===== src/rtl/blk_146d9a.sv =====
// Sequencing controller: forms an NxN product by time-sharing one external HxH
// sub-multiplier over four quadrant cycles (LL, LH, HL, HH) with shift-accumulate.
module blk_146d9a #(
  parameter int N = 8  // must be even; H is derived from it
) (
  input  logic             clk,
  input  logic             rst,
  input  logic             in_valid,
  output logic             in_ready,
  input  logic [N-1:0]     a,
  input  logic [N-1:0]     b,
  output logic [N/2-1:0]   pp_a,
  output logic [N/2-1:0]   pp_b,
  output logic [1:0]       pp_sel,
  input  logic [N-1:0]     pp_prod,
  output logic             out_valid,
  input  logic             out_ready,
  output logic [2*N-1:0]   out_prod,
  output logic             busy
);
  localparam int H = N / 2;

  // Handshakes: a transfer happens on a rising edge where valid && ready are both high;
  // the producer holds valid and data stable until that edge.
  typedef enum logic [2:0] {IDLE, S_LL, S_LH, S_HL, S_HH, DONE} state_t;

  state_t         state;
  logic [N-1:0]   a_q;
  logic [N-1:0]   b_q;
  logic [2*N-1:0] acc;
  logic [2*N-1:0] acc_next;
  logic [2*N-1:0] pp_ext;

  assign in_ready = (state == IDLE);
  assign busy     = (state != IDLE);
  assign pp_ext   = {{N{1'b0}}, pp_prod};

  // Quadrant operands are combinational so the sub-multiplier answers in the same cycle.
  always_comb begin
    pp_a     = '0;
    pp_b     = '0;
    pp_sel   = 2'd0;
    acc_next = acc;
    case (state)
      S_LL: begin
        pp_a     = a_q[H-1:0];
        pp_b     = b_q[H-1:0];
        pp_sel   = 2'd0;
        acc_next = pp_ext;
      end
      S_LH: begin
        pp_a     = a_q[H-1:0];
        pp_b     = b_q[N-1:H];
        pp_sel   = 2'd1;
        acc_next = acc + (pp_ext << H);
      end
      S_HL: begin
        pp_a     = a_q[N-1:H];
        pp_b     = b_q[H-1:0];
        pp_sel   = 2'd2;
        acc_next = acc + (pp_ext << H);
      end
      S_HH: begin
        pp_a     = a_q[N-1:H];
        pp_b     = b_q[N-1:H];
        pp_sel   = 2'd3;
        acc_next = acc + (pp_ext << N);
      end
      default: ;
    endcase
  end

  // Sums wrap mod 2^(2N): approximate sub-products may overflow and that is accepted.
  always_ff @(posedge clk) begin
    if (rst) begin
      state     <= IDLE;
      a_q       <= '0;
      b_q       <= '0;
      acc       <= '0;
      out_valid <= 1'b0;
      out_prod  <= '0;
    end else begin
      case (state)
        IDLE: begin
          if (in_valid) begin
            a_q   <= a;
            b_q   <= b;
            state <= S_LL;
          end
        end
        S_LL: begin
          acc   <= acc_next;
          state <= S_LH;
        end
        S_LH: begin
          acc   <= acc_next;
          state <= S_HL;
        end
        S_HL: begin
          acc   <= acc_next;
          state <= S_HH;
        end
        S_HH: begin
          acc       <= acc_next;
          out_prod  <= acc_next;
          out_valid <= 1'b1;
          state     <= DONE;
        end
        DONE: begin
          if (out_ready) begin
            out_valid <= 1'b0;
            state     <= IDLE;
          end
        end
        default: state <= IDLE;
      endcase
    end
  end
endmodule


===== config.mk =====
export PLATFORM = sky130hd
export DESIGN_NAME = blk_146d9a
export DESIGN_NICKNAME = d
export VERILOG_FILES = /design/src/rtl/blk_146d9a.sv
export SDC_FILE = /design/constraint.sdc
export NUM_CORES = 1
export LEC_CHECK = 0
export BUFFER_PORTS_ARGS = -buffer_cell sky130_fd_sc_hd__buf_2
export CORE_ASPECT_RATIO = 1.2
export CORE_MARGIN = 4
export CORE_UTILIZATION = 46
export DETAILED_ROUTE_END_ITERATION = 16
export GPL_ROUTABILITY_DRIVEN = 0
export PLACE_DENSITY_LB_ADDON = 0.05
export SLEW_MARGIN = 20
export SYNTH_ARGS = -nofsm -noshare
export SYNTH_HDL_FRONTEND = slang
export SYNTH_SLANG_ARGS = --single-unit

===== constraint.sdc =====
create_clock -name clk -period 2.45 [get_ports clk]
set_input_delay 0.1225 -clock clk [delete_from_list [all_inputs] [get_ports clk]]
set_output_delay 0.1225 -clock clk [all_outputs]
set_load 0.05 [all_outputs]

==> impl_metrics.py, run 1 <==
metrics = {
    "placement": {
        "dp_hpwl_um": 5590,
        "numPortBuffers": 56,
        "pre_cts_slack_ns": 0.439,
    },
    "power_and_ir_drop": {
        "p_int_w": 0.00136,
        "combPwrFrac_pct": 30.8,
        "seqPwrFrac_pct": 45.1,
        "p_sw_share_pct": 35.8,
        "leakagePower_nw": 1.44,
        "vdd_ir_drop_max_mv": 0.436,
        "clock_power_share_pct": 24.0,
        "p_switching_w": 0.000759,
        "cellPowerDensity_nw_per_um2": 628,
    },
    "worst_hold_path": {
        "min_to": "a_q[4]",
        "hold_path.class": "input pin to register",
        "hp-start": "a[4]",
        "hold_depth": 3,
    },
    "routing": {
        "drt-vias-per-instance": 5.51,
        "dr.pass1.iters": 4,
        "wl_per_cell_um": 14.6,
        "remaining_drc_errors": 0,
        "ant_nets": 0,
        "drt_iter0_drc": 143,
        "wirelength_um": 7440,
        "vias": 2808,
    },
    "critical_path": {
        "cp-end-kind": "primary output",
        "critPathBufInv": 2,
        "arrival_ns": 2.01,
        "cpPeakStageDelay_ns": 0.53,
        "reg2reg_to": "acc[14]",
        "critPathTopFamily": "flip-flops",
        "worstSetupPathType": "register to primary output",
        "cp_cell_sequence": "buf_4, xor2_1, a22oi_1, o21ai_0, buf_2",
        "crit_slowest_cell": "dfxtp_1",
        "r2r-start": "acc[8]",
        "r2r_setup_slack_ns": 0.40,
        "critPathLaunch": "state[1]",
        "crit_fanout": 9,
        "r2r_cells": 7,
        "start_kind": "register",
        "critical_path_required_ns": 2.33,
    },
    "clock_network": {
        "cts_hold_buf": 0,
        "clock_tree.buffer_depth": 2,
        "cts_tree": "yes",
        "htreeDepth": 2,
        "cts.repair.resized": 0,
        "clock_latency_ns": 0.30,
        "cts_made_buffers": 5,
        "cts-root-buf": "clkbuf_8",
        "clk_pin_slew_ns": 0.09,
        "cts_sinks": 52,
        "cts_setup_buffers": 0,
    },
    "sta": {
        "timing.slew.headroom_pct": 60.8,
        "fmax_mhz": 468,
        "setup_slack_ns": 0.313,
        "fin_crit_ns": 2.14,
        "rsz0062_at_grt": "false",
        "fin_tns_setup_ns": 0,
        "drv_slew": 0,
        "finalHoldViolCount": 0,
        "finalClockSkew_ns": 0.00691,
        "setup_viol": 0,
        "worst_slew_pin_slew_ns": 0.581,
        "fin_crit_sh_pct": 87.2,
    },
    "yosys": {
        "synth_compound_area_share_pct": 25.1,
        "synth.distinct_cells": 54,
        "seq_area_frac_synth_pct": 36.0,
        "synthFlopType": "dfxtp_1",
        "synth_seq_cells": 52,
        "synth_area_sq_um": 2890,
        "synth_top_area_share_pct": 36.0,
        "synthMuxAreaShare_pct": 1.39,
        "synth.area.top_cells": "dfxtp_1 (36%), nand2_1 (11%), a21oi_1 (9.0%)",
        "yosys.area_share.simple_pct": 23.4,
        "syn_area_per_cell_sq_um": 7.79,
        "synthAdderAreaFrac_pct": 7.88,
        "synth_edf_count": 0,
        "synth_top_family_by_area": "compound AO/OA/AOI/OAI gates",
        "yosysWarningCount": 0,
        "async_flop_share_pct": 0,
        "synth_fp_nets": 416,
        "synth_top_area_cell": "dfxtp_1",
        "syn-instance-count": 371,
        "synth-xor-area-share_pct": 2.73,
    },
    "grt": {
        "overflow": 0,
        "grt_pass1_vias": 2716,
        "grt_max_degree": 30,
        "grt_usage_pct": 20.8,
        "grt_pass1_wl_um": 12500,
        "antenna_found_initial": 0,
    },
    "die": {
        "die_x_um": 80.4,
        "core_sq_um": 6090,
        "io_pins": 57,
        "dieArea_sq_um": 7620,
        "start_util_pct": 47.5,
        "fp.dieH_um": 94.8,
        "row_count": 31,
    },
    "cells_and_area": {
        "final_cell_mix": "nand2_1 (82), buf_2 (56), a21oi_1 (52), dfxtp_1 (52), nor2_1 (21)",
        "synthToLayoutAreaGrowth_pct": 16.9,
        "utilization_pct": 55.5,
        "antenna_cells": 0,
        "drive_gt1_share_pct": 19.9,
        "layout_commonest_cell": "nand2_1",
        "nFillCells": 665,
        "nNetsFinal": 473,
    },
    "flow_run": {
        "max-cap-violations": 0,
    },
    "status": {
        "status": "finished clean",
    },
}
## Yosys cell counts (2+ instances only)
library cell,number
o21ai_0,18
ha_1,15
nand3b_1,2
a31oi_1,4
or2_2,2
nor4_1,3
a21o_1,5
and2_1,5
a22oi_1,5
nand2_1,82
or3_1,2
clkbuf_1,12
xnor2_1,6
and2_4,2
o22ai_1,3
o21bai_1,3
nand2b_1,4
nor3b_1,2
a22o_1,4
xor2_1,3
dfxtp_1,52
inv_1,7
buf_2,5
nor2_1,21
a21oi_1,52
mux2i_1,4
nor3_1,7
fa_1,2
a211oi_1,8
nand3_1,7
## per-stage QoR
step | hold slack [ns] | total power, W | cell area [sq um] | std cells
after floorplan | 0.258 | 0.00144 | 2890 | 371
after global placement | 0.363 | 0.00162 | 3290 | 503
after detailed placement | 0.369 | 0.00163 | 3290 | 503
after CTS | 0.0378 | 0.00214 | 3380 | 510
after global routing | 0.0393 | 0.00226 | 3380 | 510
final | 0.0512 | 0.00212 | 3380 | 510
## power groups by stage
stage          registers, W  logic, W  clock network [W]
3_5_place_dp       0.000977  0.000651                  0
5_1_grt            0.000969  0.000733           0.000563
3_3_place_gp       0.000975  0.000644                  0
4_1_cts            0.000958  0.000654           0.000532
6_report           0.000957  0.000654           0.000510
2_1_floorplan      0.000980  0.000463                  0
## kinds of logic after synthesis
kind of cell    count (synthesis)
xor+xnor                        9
buf+inv                        25
flops                          52
fa+ha+maj                      17
simple gates                  147
mux                             4
compound gates                117
## flip-flops by register name, summed over array words and instances (netlist names)
register / count
a_q: 8
acc: 16
b_q: 8
out_prod: 16
out_valid: 1
state: 3
## worst max-delay path by stage
stage                    to  slack, ns  cells past startpoint
global placement    acc[14]       0.49                      7
floorplan           pp_b[0]       0.06                      4
CTS                 pp_a[3]       0.30                      5
detailed placement  acc[14]       0.44                      7
finish              pp_a[0]       0.31                      5
global route        pp_a[0]       0.15                      5
## routing by layer
metal  wire length, um  global-route usage [%]  vias to the layer above  share of wire [%]
met3               441                    4.01                        6                5.9
met1              3270                    25.0                     1299                 44
met2              3650                    37.6                       70                 49
met5                 0                       0                        -                  0
met4                81                    5.07                        0                1.1
li1                  -                       -                     1433                  -
## cell type report
cell class | instances | area, sq um | area share [%]
timing repair buffer | 68 | 370 | 11.0
multi-input combinational | 294 | 1750 | 51.7
sequential | 52 | 1040 | 30.8
clock inverter | 1 | 8.76 | 0.259
clock buffer | 6 | 82.6 | 2.44
inverter | 7 | 26.3 | 0.777
tap | 82 | 103 | 3.04
## worst reg2reg max path: stages (launching register included)
cell	delay, ns
dfxtp_1	0.34
ha_1	0.22
fa_1	0.43
a211oi_1	0.24
o21bai_1	0.10
a21oi_1	0.19
mux2i_1	0.27
a41oi_1	0.13
No activity file was read; power rests on OpenSTA's default activity.
==> run 2: changes to the inputs <==
--- a/config.mk
+++ b/config.mk
@@ -6,9 +6,10 @@
 export NUM_CORES = 1
 export LEC_CHECK = 0
 export BUFFER_PORTS_ARGS = -buffer_cell sky130_fd_sc_hd__buf_2
-export CORE_ASPECT_RATIO = 1.2
+export CORE_ASPECT_RATIO = 0.6
 export CORE_MARGIN = 4
 export CORE_UTILIZATION = 46
+export CTS_BUF_LIST = sky130_fd_sc_hd__clkbuf_8
 export DETAILED_ROUTE_END_ITERATION = 16
 export GPL_ROUTABILITY_DRIVEN = 0
 export PLACE_DENSITY_LB_ADDON = 0.05
==> constraint.sdc (replaced) <==
create_clock -name clk -period 2.64 [get_ports clk]
set_input_delay 0.132 -clock clk [delete_from_list [all_inputs] [get_ports clk]]
set_output_delay 0.132 -clock clk [all_outputs]
set_load 0.05 [all_outputs]
==> impl_metrics.py, run 2 (synthesized netlist as in run 1, its figures left out) <==
metrics = {
    "status": {
        "status": "finished clean",
    },
    "die": {
        "start_util_pct": 47.3,
        "io_pins": 57,
        "core_sq_um": 6110,
        "row_count": 22,
        "fp.dieH_um": 69.4,
        "dieArea_sq_um": 7660,
        "die_x_um": 110,
    },
    "placement": {
        "dp_hpwl_um": 5880,
        "pre_cts_slack_ns": 0.552,
        "numPortBuffers": 56,
        "dpl_cell_area_sq_um": 3250,
    },
    "routing": {
        "wl_per_cell_um": 15.5,
        "remaining_drc_errors": 0,
        "drt_iter0_drc": 174,
        "drt-vias-per-instance": 5.57,
        "vias": 2824,
        "wirelength_um": 7860,
        "ant_nets": 0,
        "dr.pass1.iters": 5,
    },
    "grt": {
        "grt_max_degree": 44,
        "overflow": 0,
        "antenna_found_initial": 0,
        "grt_pass1_wl_um": 12900,
        "grt_usage_pct": 21.1,
        "grt_pass1_vias": 2580,
    },
    "cells_and_area": {
        "antenna_cells": 0,
        "layout_commonest_cell": "nand2_1",
        "postLayoutCellArea_sq_um": 3360,
        "multi_input_area_sq_um": 1750,
        "biggestRegsByFlops": "acc x16, out_prod x16",
        "drive_gt1_share_pct": 18.7,
        "synthToLayoutAreaGrowth_pct": 16.1,
        "final_cell_mix": "nand2_1 (82), buf_2 (56), a21oi_1 (52), dfxtp_1 (52), nor2_1 (21)",
        "nFillCells": 627,
        "nNetsFinal": 467,
        "seq_area_sq_um": 1040,
    },
    "worst_hold_path": {
        "hold_path.class": "input pin to register",
    },
    "clock_network": {
        "cts-root-buf": "clkbuf_8",
        "cts_sinks": 52,
        "htreeDepth": 2,
        "clock_tree.buffer_depth": 2,
        "clk_pin_slew_ns": 0.10,
        "cts_made_buffers": 5,
        "cts_setup_buffers": 0,
        "cts_hold_buf": 0,
        "cts.repair.resized": 0,
        "cts_tree": "yes",
        "clock_latency_ns": 0.31,
    },
    "critical_path": {
        "cpPeakStageDelay_ns": 0.47,
        "crit_fanout": 16,
        "cp-end-kind": "primary output",
        "cp_cell_sequence": "nor2_1, nand2_1, buf_4, nand2_1, buf_2",
        "critical_path_required_ns": 2.51,
        "crit_top_cell": "nand2_1",
        "r2r_setup_slack_ns": 0.48,
        "arrival_ns": 2.22,
        "crit_slowest_cell": "dfxtp_1",
        "worstSetupPathType": "register to primary output",
        "start_kind": "register",
    },
    "flow_run": {
        "max-cap-violations": 0,
    },
    "sta": {
        "drv_slew": 0,
        "finalHoldViolCount": 0,
        "setup_slack_ns": 0.288,
        "timing.slew.headroom_pct": 44.9,
        "fin_crit_sh_pct": 89.1,
        "fin_tns_setup_ns": 0,
        "worst_slew_pin_slew_ns": 0.827,
        "fin_crit_ns": 2.35,
        "rsz0062_at_grt": "false",
        "fmax_mhz": 425,
        "finalClockSkew_ns": 0.00559,
        "setup_viol": 0,
    },
    "power_and_ir_drop": {
        "vdd_ir_drop_max_mv": 0.234,
        "leakagePower_nw": 1.42,
        "cellPowerDensity_nw_per_um2": 611,
        "p_total_w": 0.00205,
    },
}
-- run 2: path summary, 6_finish.rpt --
path,from,endpoint,depth (start not counted)
min,a[5],a_q[5],3
min reg2reg,out_prod[1],out_prod[1],2
max reg2reg,acc[8],acc[14],7
max,state[0],pp_sel[1],5
-- run 2: worst max-delay path, delay by kind of cell, from the launching register on --
kind / cells / cell delay (ns)
flops: 1 / 0.47
buf+inv: 2 / 0.60
simple gates: 3 / 0.82
-- run 2: layout make-up --
type	count	share of cell area, %
inverters	7	0.783
well taps	84	3.13
repair buffers	62	9.69
multi-input cells	294	52.1
flip-flops and latches	52	31.0
clock inverters	3	1.27
clock buffers	5	2.05
-- run 2: per-layer routing --
layer  wire [um]  share of wire (%)  vias up  track usage [%]
li1            -                  -     1432                -
met1        4200                 53     1307             33.4
met2        3050                 39       77             29.0
met3         545                6.9        8             4.00
met4          60               0.76        0             4.64
met5           0                  0        -                0
-- run 2: power by group --
group	internal [W]	leakage [nW]	switching, W
clock	0.000283	0.0599	0.000280
sequential	0.000840	0.423	0.0000538
combinational	0.000200	0.941	0.000394
-- run 2: stage by stage --
step	utilization, %	std cells	hold slack, ns
2_1_floorplan	-	371	0.268
3_3_place_gp	53.1	499	0.374
3_5_place_dp	53.1	499	0.378
4_1_cts	54.9	507	0.0363
5_1_grt	54.9	507	0.0470
6_report	54.9	507	0.0424
==> run 3: changes to the inputs <==
--- a/config.mk
+++ b/config.mk
@@ -5,10 +5,13 @@
 export SDC_FILE = /design/constraint.sdc
 export NUM_CORES = 1
 export LEC_CHECK = 0
+export ABC_CLOCK_PERIOD_IN_PS = 2640
 export BUFFER_PORTS_ARGS = -buffer_cell sky130_fd_sc_hd__buf_2
+export CELL_PAD_IN_SITES_DETAIL_PLACEMENT = 2
+export CELL_PAD_IN_SITES_GLOBAL_PLACEMENT = 2
 export CORE_ASPECT_RATIO = 0.6
 export CORE_MARGIN = 4
-export CORE_UTILIZATION = 46
+export CORE_UTILIZATION = 35
 export CTS_BUF_LIST = sky130_fd_sc_hd__clkbuf_8
 export DETAILED_ROUTE_END_ITERATION = 16
 export GPL_ROUTABILITY_DRIVEN = 0
==> impl_metrics.py, run 3 (synthesized netlist as in run 1, its figures left out) <==
metrics = {
    "cells_and_area": {
        "multi_input_area_sq_um": 1750,
        "biggestRegsByFlops": "acc x16, out_prod x16",
        "antenna_cells": 0,
        "final_cell_mix": "nand2_1 (82), buf_2 (56), a21oi_1 (52), dfxtp_1 (52), nor2_1 (21)",
        "final_cells": 534,
        "layout_commonest_cell": "nand2_1",
        "nNetsFinal": 470,
        "drive_gt1_share_pct": 19.2,
        "synthToLayoutAreaGrowth_pct": 18.0,
        "postLayoutCellArea_sq_um": 3410,
        "seq_area_sq_um": 1040,
        "utilization_pct": 42.9,
        "nFillCells": 958,
    },
    "critical_path": {
        "critPathLaunch": "state[1]",
        "critical_path_required_ns": 2.51,
        "start_kind": "register",
        "crit_slowest_cell": "dfxtp_1",
        "cp_cell_sequence": "inv_1, nand2_1, nor2_1, nand2_1, o21ai_0, buf_2",
        "critPathBufInv": 2,
        "r2r-start": "acc[4]",
        "worstSetupPathType": "register to primary output",
        "crit_fanout": 16,
        "cp-end-kind": "primary output",
        "critPathTopFamily": "simple AND/OR/NAND/NOR gates",
        "cpPeakStageDelay_ns": 0.51,
        "crit_top_cell": "nand2_1",
        "arrival_ns": 2.20,
    },
    "placement": {
        "numPortBuffers": 56,
        "place_inst": 526,
        "dpl_cell_area_sq_um": 3300,
        "dp_hpwl_um": 8270,
    },
    "sta": {
        "fin_crit_ns": 2.33,
        "setup_viol": 0,
        "drv_slew": 0,
        "fmax_mhz": 430,
        "fin_tns_setup_ns": 0,
        "fin_crit_sh_pct": 88.2,
        "finalHoldViolCount": 0,
        "finalClockSkew_ns": 0.00695,
        "timing.slew.headroom_pct": 54.1,
        "rsz0062_at_grt": "false",
        "whs_ns": 0.0480,
        "worst_slew_pin_slew_ns": 0.683,
    },
    "routing": {
        "remaining_drc_errors": 0,
        "wirelength_um": 10500,
        "ant_nets": 0,
        "drt-vias-per-instance": 5.51,
        "vias": 2941,
        "dr.pass1.iters": 4,
        "wl_per_cell_um": 19.7,
        "drt_iter0_drc": 180,
    },
    "clock_network": {
        "cts_hold_buf": 0,
        "cts_sinks": 52,
        "clk_pin_slew_ns": 0.10,
        "cts_made_buffers": 5,
        "clock_latency_ns": 0.31,
        "clock_tree.buffer_depth": 2,
        "cts_tree": "yes",
        "cts-root-buf": "clkbuf_8",
        "cts_setup_buffers": 0,
        "cts.repair.resized": 0,
        "htreeDepth": 2,
    },
    "worst_hold_path": {
        "hold_path.class": "input pin to register",
        "hp-start": "a[5]",
    },
    "power_and_ir_drop": {
        "vdd_ir_drop_max_mv": 0.245,
        "cellPowerDensity_nw_per_um2": 620,
        "leakagePower_nw": 1.44,
    },
    "die": {
        "row_count": 25,
        "start_util_pct": 36.4,
        "io_pins": 57,
        "die_x_um": 125,
        "core_sq_um": 7950,
        "dieArea_sq_um": 9820,
        "fp.dieH_um": 78.4,
    },
    "grt": {
        "grt_usage_pct": 22.1,
        "overflow": 0,
        "grt_max_degree": 32,
        "grt_pass1_vias": 3159,
        "antenna_found_initial": 0,
        "grt_pass1_wl_um": 17400,
    },
    "flow_run": {
        "max-cap-violations": 0,
    },
    "status": {
        "status": "finished clean",
    },
}
-- run 3: cell types whose count changed in the layout (fill, tap and decap cells not counted), sizes merged --
cell	change
buf	+3
-- run 3: worst paths after layout --
kind / to / cells after the start / slack, ns
hold reg to reg: out_prod[3] / 2 / 0.46
hold / removal: a_q[5] / 3 / 0.05
setup reg to reg: acc[12] / 7 / 0.49
setup / recovery: pp_a[2] / 6 / 0.31
-- run 3: worst min-delay path: stages --
cell,delay [ns]
buf_2,0.10
nand2_1,0.04
a21oi_1,0.05
-- run 3: metrics by stage --
| step | total power [W] | setup WS [ns] |
|---|---|---|
| finish | 0.00211 | 0.313 |
| global route | 0.00224 | 0.0769 |
| CTS | 0.00213 | 0.301 |
| detailed placement | 0.00155 | 0.516 |
| global placement | 0.00152 | 0.543 |
| floorplan | 0.00134 | 0.242 |
-- run 3: power breakdown --
part	internal (W)	total [W]	switching, W	leakage, nW
clock	0.000283	0.000572	0.000289	0.0599
sequential	0.000840	0.000907	0.0000672	0.423
combinational	0.000208	0.000633	0.000425	0.954
-- run 3: layer usage --
| metal | up-vias | wire (um) | global-route usage, % |
|---|---|---|---|
| li1 | 1425 | - | - |
| met1 | 1432 | 5280 | 32.5 |
| met2 | 77 | 4520 | 34.0 |
| met3 | 7 | 660 | 4.49 |
| met4 | 0 | 45 | 3.46 |
| met5 | - | 0 | 0 |
-- run 3: cell type report --
| type | instances | share of cell area, % |
|---|---|---|
| well taps | 108 | 3.96 |
| repair buffers | 65 | 10.2 |
| flip-flops and latches | 52 | 30.5 |
| clock buffers | 5 | 2.02 |
| multi-input cells | 294 | 51.3 |
| inverters | 7 | 0.771 |
| clock inverters | 3 | 1.25 |
